## src/rtl/cnn_pkg.sv

```systemverilog
// cnn_pkg: shared types and constants for the convolution offload engine.
package cnn_pkg;

    typedef enum logic [2:0] {IDLE, LOAD_KER, FETCH, WRITE, FINISH} state_e;

    localparam int DATA_W_DEF = 16;
    localparam int ADDR_W_DEF = 12;
    localparam int SAT_MAX    = 2 ** (DATA_W_DEF - 1) - 1;
    localparam int SAT_MIN    = -(2 ** (DATA_W_DEF - 1));

    // Headroom of 4 bits covers up to 16 full-scale products.
    function automatic int acc_width(input int data_w);
        return 2 * data_w + 4;
    endfunction

endpackage

```

## src/rtl/cnn_mac_sat.sv

```systemverilog
// cnn_mac_sat: signed multiply-accumulate with clear, followed by an
// arithmetic shift, saturation to DATA_W and optional ReLU.
module cnn_mac_sat #(
    parameter int DATA_W = 16,
    parameter int ACC_W  = 2 * DATA_W + 4
) (
    input  logic                     clk,
    input  logic                     rst,
    input  logic                     en_i,
    input  logic                     first_i,
    input  logic signed [DATA_W-1:0] pix_i,
    input  logic signed [DATA_W-1:0] ker_i,
    input  logic [3:0]               shift_i,
    input  logic                     relu_i,
    output logic [DATA_W-1:0]        result_o
);

    localparam logic signed [ACC_W-1:0] MAX_V = {{(ACC_W-DATA_W+1){1'b0}}, {(DATA_W-1){1'b1}}};
    localparam logic signed [ACC_W-1:0] MIN_V = {{(ACC_W-DATA_W+1){1'b1}}, {(DATA_W-1){1'b0}}};

    logic signed [2*DATA_W-1:0] prod;
    logic signed [ACC_W-1:0]    prod_x, acc_q, acc_d, sh;
    logic [DATA_W-1:0]          sat;

    assign prod     = (2*DATA_W)'(pix_i) * (2*DATA_W)'(ker_i);
    assign prod_x   = ACC_W'(prod);
    // The first tap of an output overwrites rather than adds, so no separate clear cycle.
    assign acc_d    = en_i ? (first_i ? prod_x : acc_q + prod_x) : acc_q;
    assign sh       = acc_q >>> shift_i;
    assign sat      = sh > MAX_V ? MAX_V[DATA_W-1:0] : sh < MIN_V ? MIN_V[DATA_W-1:0] : sh[DATA_W-1:0];
    assign result_o = (relu_i && sat[DATA_W-1]) ? '0 : sat;

    always_ff @(posedge clk or negedge rst) begin
        if (!rst) acc_q <= '0;
        else      acc_q <= acc_d;
    end

endmodule

```

## src/rtl/cnn_conv_engine.sv

```systemverilog
// cnn_conv_engine: KxK valid convolution over a single-channel image in
// shared memory; loads the kernel, streams pixels and writes the feature map.
module cnn_conv_engine
    import cnn_pkg::*;
#(
    parameter int DATA_W = DATA_W_DEF,
    parameter int ADDR_W = ADDR_W_DEF,
    parameter int K      = 3,
    parameter int ACC_W  = acc_width(DATA_W)
) (
    input  logic              clk,
    input  logic              rst,
    input  logic              start,
    input  logic [ADDR_W-1:0] img_base,
    input  logic [ADDR_W-1:0] ker_base,
    input  logic [ADDR_W-1:0] out_base,
    input  logic [7:0]        img_w,
    input  logic [7:0]        img_h,
    input  logic [3:0]        shift,
    input  logic              relu_en,
    output logic              busy,
    output logic              done,
    output logic              err,
    output logic              mem_req,
    output logic              write_en,
    output logic [ADDR_W-1:0] address,
    output logic [DATA_W-1:0] to_memory,
    input  logic [DATA_W-1:0] from_memory,
    input  logic              mem_ready
);

    localparam int KW = $clog2(K + 1);

    state_e              state_q, state_d;
    logic                err_q, err_d, relu_q, relu_d;
    logic [ADDR_W-1:0]   img_base_q, img_base_d, ker_base_q, ker_base_d, out_base_q, out_base_d;
    logic [7:0]          img_w_q, img_w_d, img_h_q, img_h_d, ox_q, ox_d, oy_q, oy_d, ow;
    logic [3:0]          shift_q, shift_d, kidx;
    logic [KW-1:0]       kx_q, kx_d, ky_q, ky_d;
    logic                hs, last_kx, last_ky, last_ox, last_oy;
    logic [DATA_W-1:0]   result;
    logic signed [DATA_W-1:0] ker_q [16];

    assign busy      = state_q inside {LOAD_KER, FETCH, WRITE};
    assign mem_req   = busy;
    assign write_en  = state_q == WRITE;
    assign done      = state_q == FINISH;
    assign err       = done && err_q;
    assign hs        = mem_req && mem_ready;
    assign last_kx   = kx_q == KW'(K - 1);
    assign last_ky   = ky_q == KW'(K - 1);
    assign ow        = img_w_q - 8'(K - 1);
    assign last_ox   = ox_q == ow - 8'd1;
    assign last_oy   = oy_q == img_h_q - 8'(K);
    assign kidx      = 4'(int'(ky_q) * K + int'(kx_q));
    // Addresses derive from registered counters only, so they hold through stalls.
    assign address   = state_q == LOAD_KER ? ker_base_q + ADDR_W'(kidx)
                     : state_q == FETCH    ? img_base_q + (ADDR_W'(oy_q) + ADDR_W'(ky_q)) * ADDR_W'(img_w_q)
                                             + ADDR_W'(ox_q) + ADDR_W'(kx_q)
                     : state_q == WRITE    ? out_base_q + ADDR_W'(oy_q) * ADDR_W'(ow) + ADDR_W'(ox_q)
                     : '0;
    assign to_memory = write_en ? result : '0;

    always_comb begin
        state_d    = state_q;
        err_d      = err_q;
        relu_d     = relu_q;
        img_base_d = img_base_q;
        ker_base_d = ker_base_q;
        out_base_d = out_base_q;
        img_w_d    = img_w_q;
        img_h_d    = img_h_q;
        shift_d    = shift_q;
        kx_d       = kx_q;
        ky_d       = ky_q;
        ox_d       = ox_q;
        oy_d       = oy_q;
        case (state_q)
            IDLE: if (start) begin
                if (img_w < 8'(K) || img_h < 8'(K)) begin
                    err_d   = 1'b1;
                    state_d = FINISH;
                end else begin
                    err_d      = 1'b0;
                    relu_d     = relu_en;
                    img_base_d = img_base;
                    ker_base_d = ker_base;
                    out_base_d = out_base;
                    img_w_d    = img_w;
                    img_h_d    = img_h;
                    shift_d    = shift;
                    kx_d       = '0;
                    ky_d       = '0;
                    ox_d       = '0;
                    oy_d       = '0;
                    state_d    = LOAD_KER;
                end
            end
            LOAD_KER, FETCH: if (hs) begin
                kx_d = last_kx ? '0 : kx_q + 1'b1;
                ky_d = last_kx ? (last_ky ? '0 : ky_q + 1'b1) : ky_q;
                if (last_kx && last_ky) state_d = state_q == LOAD_KER ? FETCH : WRITE;
            end
            WRITE: if (hs) begin
                ox_d    = last_ox ? '0 : ox_q + 8'd1;
                oy_d    = last_ox ? oy_q + 8'd1 : oy_q;
                state_d = (last_ox && last_oy) ? FINISH : FETCH;
            end
            FINISH:  state_d = IDLE;
            default: state_d = IDLE;
        endcase
    end

    always_ff @(posedge clk or negedge rst) begin
        if (!rst) begin
            state_q    <= IDLE;
            err_q      <= 1'b0;
            relu_q     <= 1'b0;
            img_base_q <= '0;
            ker_base_q <= '0;
            out_base_q <= '0;
            img_w_q    <= '0;
            img_h_q    <= '0;
            shift_q    <= '0;
            kx_q       <= '0;
            ky_q       <= '0;
            ox_q       <= '0;
            oy_q       <= '0;
        end else begin
            state_q    <= state_d;
            err_q      <= err_d;
            relu_q     <= relu_d;
            img_base_q <= img_base_d;
            ker_base_q <= ker_base_d;
            out_base_q <= out_base_d;
            img_w_q    <= img_w_d;
            img_h_q    <= img_h_d;
            shift_q    <= shift_d;
            kx_q       <= kx_d;
            ky_q       <= ky_d;
            ox_q       <= ox_d;
            oy_q       <= oy_d;
        end
    end

    always_ff @(posedge clk) begin
        if (state_q == LOAD_KER && hs) ker_q[kidx] <= from_memory;
    end

    cnn_mac_sat #(.DATA_W(DATA_W), .ACC_W(ACC_W)) u_mac (
        .clk      (clk),
        .rst      (rst),
        .en_i     (state_q == FETCH && hs),
        .first_i  (kx_q == '0 && ky_q == '0),
        .pix_i    (from_memory),
        .ker_i    (ker_q[kidx]),
        .shift_i  (shift_q),
        .relu_i   (relu_q),
        .result_o (result)
    );

endmodule

```

## config.mk

```make
export PLATFORM = sky130hd
export DESIGN_NAME = cnn_conv_engine
export DESIGN_NICKNAME = d
export VERILOG_FILES = /design/src/rtl/cnn_pkg.sv /design/src/rtl/cnn_mac_sat.sv /design/src/rtl/cnn_conv_engine.sv
export SDC_FILE = /design/constraint.sdc
export NUM_CORES = 2
export LEC_CHECK = 0
export CAP_MARGIN = 20
export CORE_ASPECT_RATIO = 0.6
export CORE_MARGIN = 4
export CORE_UTILIZATION = 62
export DETAILED_ROUTE_END_ITERATION = 6
export PLACE_DENSITY_LB_ADDON = 0.3
export SLEW_MARGIN = 20
export SYNTH_ARGS = -nofsm -noshare
export SYNTH_HDL_FRONTEND = slang
export SYNTH_SLANG_ARGS = --single-unit
```

## constraint.sdc

```tcl
create_clock -name clk -period 22.8 [get_ports clk]
set_input_delay 4.56 -clock clk [delete_from_list [all_inputs] [get_ports clk]]
set_output_delay 4.56 -clock clk [all_outputs]
set_load 0.01 [all_outputs]
```

==> metrics.txt <==
status complete, no violations; EDFF count, synth 256; ys async rst share 31.37%; commonest non-fill, non-tap cell in the layout inv_1; CTS Hold Bufs 0; Cell Area, Synth 33760 µm²; share of layout cells above drive strength 1 9.147%; antenna-violating nets left 0; final WL 85.33 mm; # nets final 3825; critical path type input port to flop; Post-Syn Nets 3762; CP Launch Type input port; area grow syn2layout 9.165%; final setup fails 0; Synth top area share 22.77%; Iter 0 DRT Violations 2515; GRT Residual Overflow 0; CTS H-Tree Depth 2; router iterations before antenna repair 6; synthesized area per cell 10.81 µm²; Yosys top cell by area edfxtp_1; WL/cell 21.79 µm; Required @ worst endpoint 23.24 ns; Row Count 65; main flop type after synthesis edfxtp_1; Filler Cell Count 3862; Ys Warns 0; gr usage total 30.31%; I/O Buffers 109; drt via density 6.102; slowest CP cell fa_1; initial core utilization 63.48%; critical path arrival 13.46 ns; Die H 188.8 µm; Worst-Margin Slew 1.035 ns; die width 309.3 µm; most frequent cells in the layout inv_1, fa_1, nand2_1, edfxtp_1, ha_1; io pins 110; flop-to-flop setup slack 11.05 ns; global-route wire length before repair 138.3 mm; sequential area share after synthesis 31.44%; pin count of the biggest net entering global routing 71; Worst Clk Skew 0.03511 ns; antenna violations before repair 0; Num CTS Buffers 37; Post-CTS Resized 0; CTS max path bufs 3; DIE AREA 58370 µm²; vias in the first global route 24.79k; CP dominant cell by count fa_1; postcts setup bufs 0; total number of vias 23.90k; Clock Pin Slew Worst Setup and Hold Paths 0.07 ns; Final Critical Period 13.02 ns; number of max-cap violations 0; root buffer cell clkbuf_16; Reg area 10620 µm²; CTS tree yes; core region area 53190 µm²; TNS Setup 0 ns; Final GP Congestion 0.9333; Synth Register Bits 373; post-synthesis cell type count 81; Max Clock Freq 76.82 MHz; ranking of synthesized cells by area edfxtp_1, fa_1, dfrtp_1; clk_lat worst skew 0.57 ns; post-synthesis cell count 3124; hold crit path type flop to flop; final slew viol count 0; CP max FO 32; final hold vios 0; # diodes 0; area occupied by multi-input gates 20900 µm²; DRC 0; RSZ-0062 raised after global routing false; TritonCTS Sinks 373; fin crit share 57.10%; crit end category flop; dpl hpwl 63.90 mm; Rel. slew slack 31.02%; max incr delay on CP 0.55 ns
==> critical path, delay by kind of cell <==
family / cells / cell delay (ns)
adder cells (fa/ha/maj): 8 / 3.73
AO/OA/AOI/OAI: 13 / 3.28
buffers and inverters: 7 / 1.06
AND/OR/NAND/NOR: 5 / 0.67
XOR/XNOR: 1 / 0.12
==> per-stage QoR <==
step	utilization [%]	setup slack (ns)	std cells	instance area (µm²)	hold slack, ns
6_report	69.29	9.782	3917	36860	0.5033
4_1_cts	69.32	9.316	3917	36870	0.4925
3_3_place_gp	66.95	9.023	3851	35610	0.4712
2_1_floorplan	-	10.68	3124	33760	0.4550
5_1_grt	69.29	9.220	3917	36860	0.5164
3_5_place_dp	66.95	8.766	3851	35610	0.4776
==> area by class of cell <==
type / instances / area share (%)
Multi-Input combinational cell: 2149 / 56.72
Sequential cell: 373 / 28.80
Inverter: 468 / 4.766
Timing Repair Buffer: 158 / 3.911
Clock buffer: 45 / 2.706
Tap cell: 703 / 2.387
Clock inverter: 21 / 0.7129
==> layer usage <==
layer,GRT usage [%],part of all wire (%),up-vias
met5,0,0,-
met4,5.573,1.6,0
met3,7.010,11,111
met2,45.16,44,1160
met1,46.36,43,12070
li1,-,-,10560
==> cells in the mapped netlist, types with 7 or more instances <==
master    number
clkbuf_1      97
a31oi_1       12
o21a_1        17
o21bai_1      10
nand4_1       14
fa_1         365
and3_1        15
buf_2         18
a211oi_1      12
mux2_2        52
edfxtp_1     256
nor2b_1       30
a21o_1        27
nor4_1         9
and2_1       184
inv_1        467
a22oi_1       11
ha_1         196
nand3_1       30
mux4_2       100
buf_1         16
nand2_1      323
xor2_1        31
dfrtp_1      117
mux2i_1       34
or3_1          7
nor3_1        32
o31a_1         9
o21ai_0      124
a21oi_1      136
xnor2_1      103
nand2b_1      17
nor2_1       150
==> worst paths after layout <==
kind / endpoint / startpoint / cells past startpoint
worst min-delay path: err_q / err_q / 2
min in group asynchronous: out_base_q[6] / rst / 1
worst min register to register: err_q / err_q / 2
worst max register to register: u_mac.acc_q[35] / ky_q[1] / 36
max in group asynchronous: img_h_q[1] / rst / 3
worst max-delay path: u_mac.acc_q[35] / from_memory[7] / 34
==> registers in the layout, indices dropped and copies added (netlist names), 12 cells and up <==
signal / count
img_base_q: 12
ker_base_q: 12
ker_q: 256
out_base_q: 12
u_mac.acc_q: 36
==> logic make-up (layout without fill, tap and decap cells) <==
family          count (synthesis)  after routing  synth area share, %
mux                           186            186                9.413
fa+ha+maj                     561            561                28.91
simple gates                  840            840                12.03
compound gates                425            425                7.805
flops                         373            373                31.44
xor+xnor                      137            137                3.621
buf+inv                       602            692                6.785
Power is left out: the tool's default activity adds up to more than one toggle a clock period on the data nets, which glitch-free logic cannot reach.
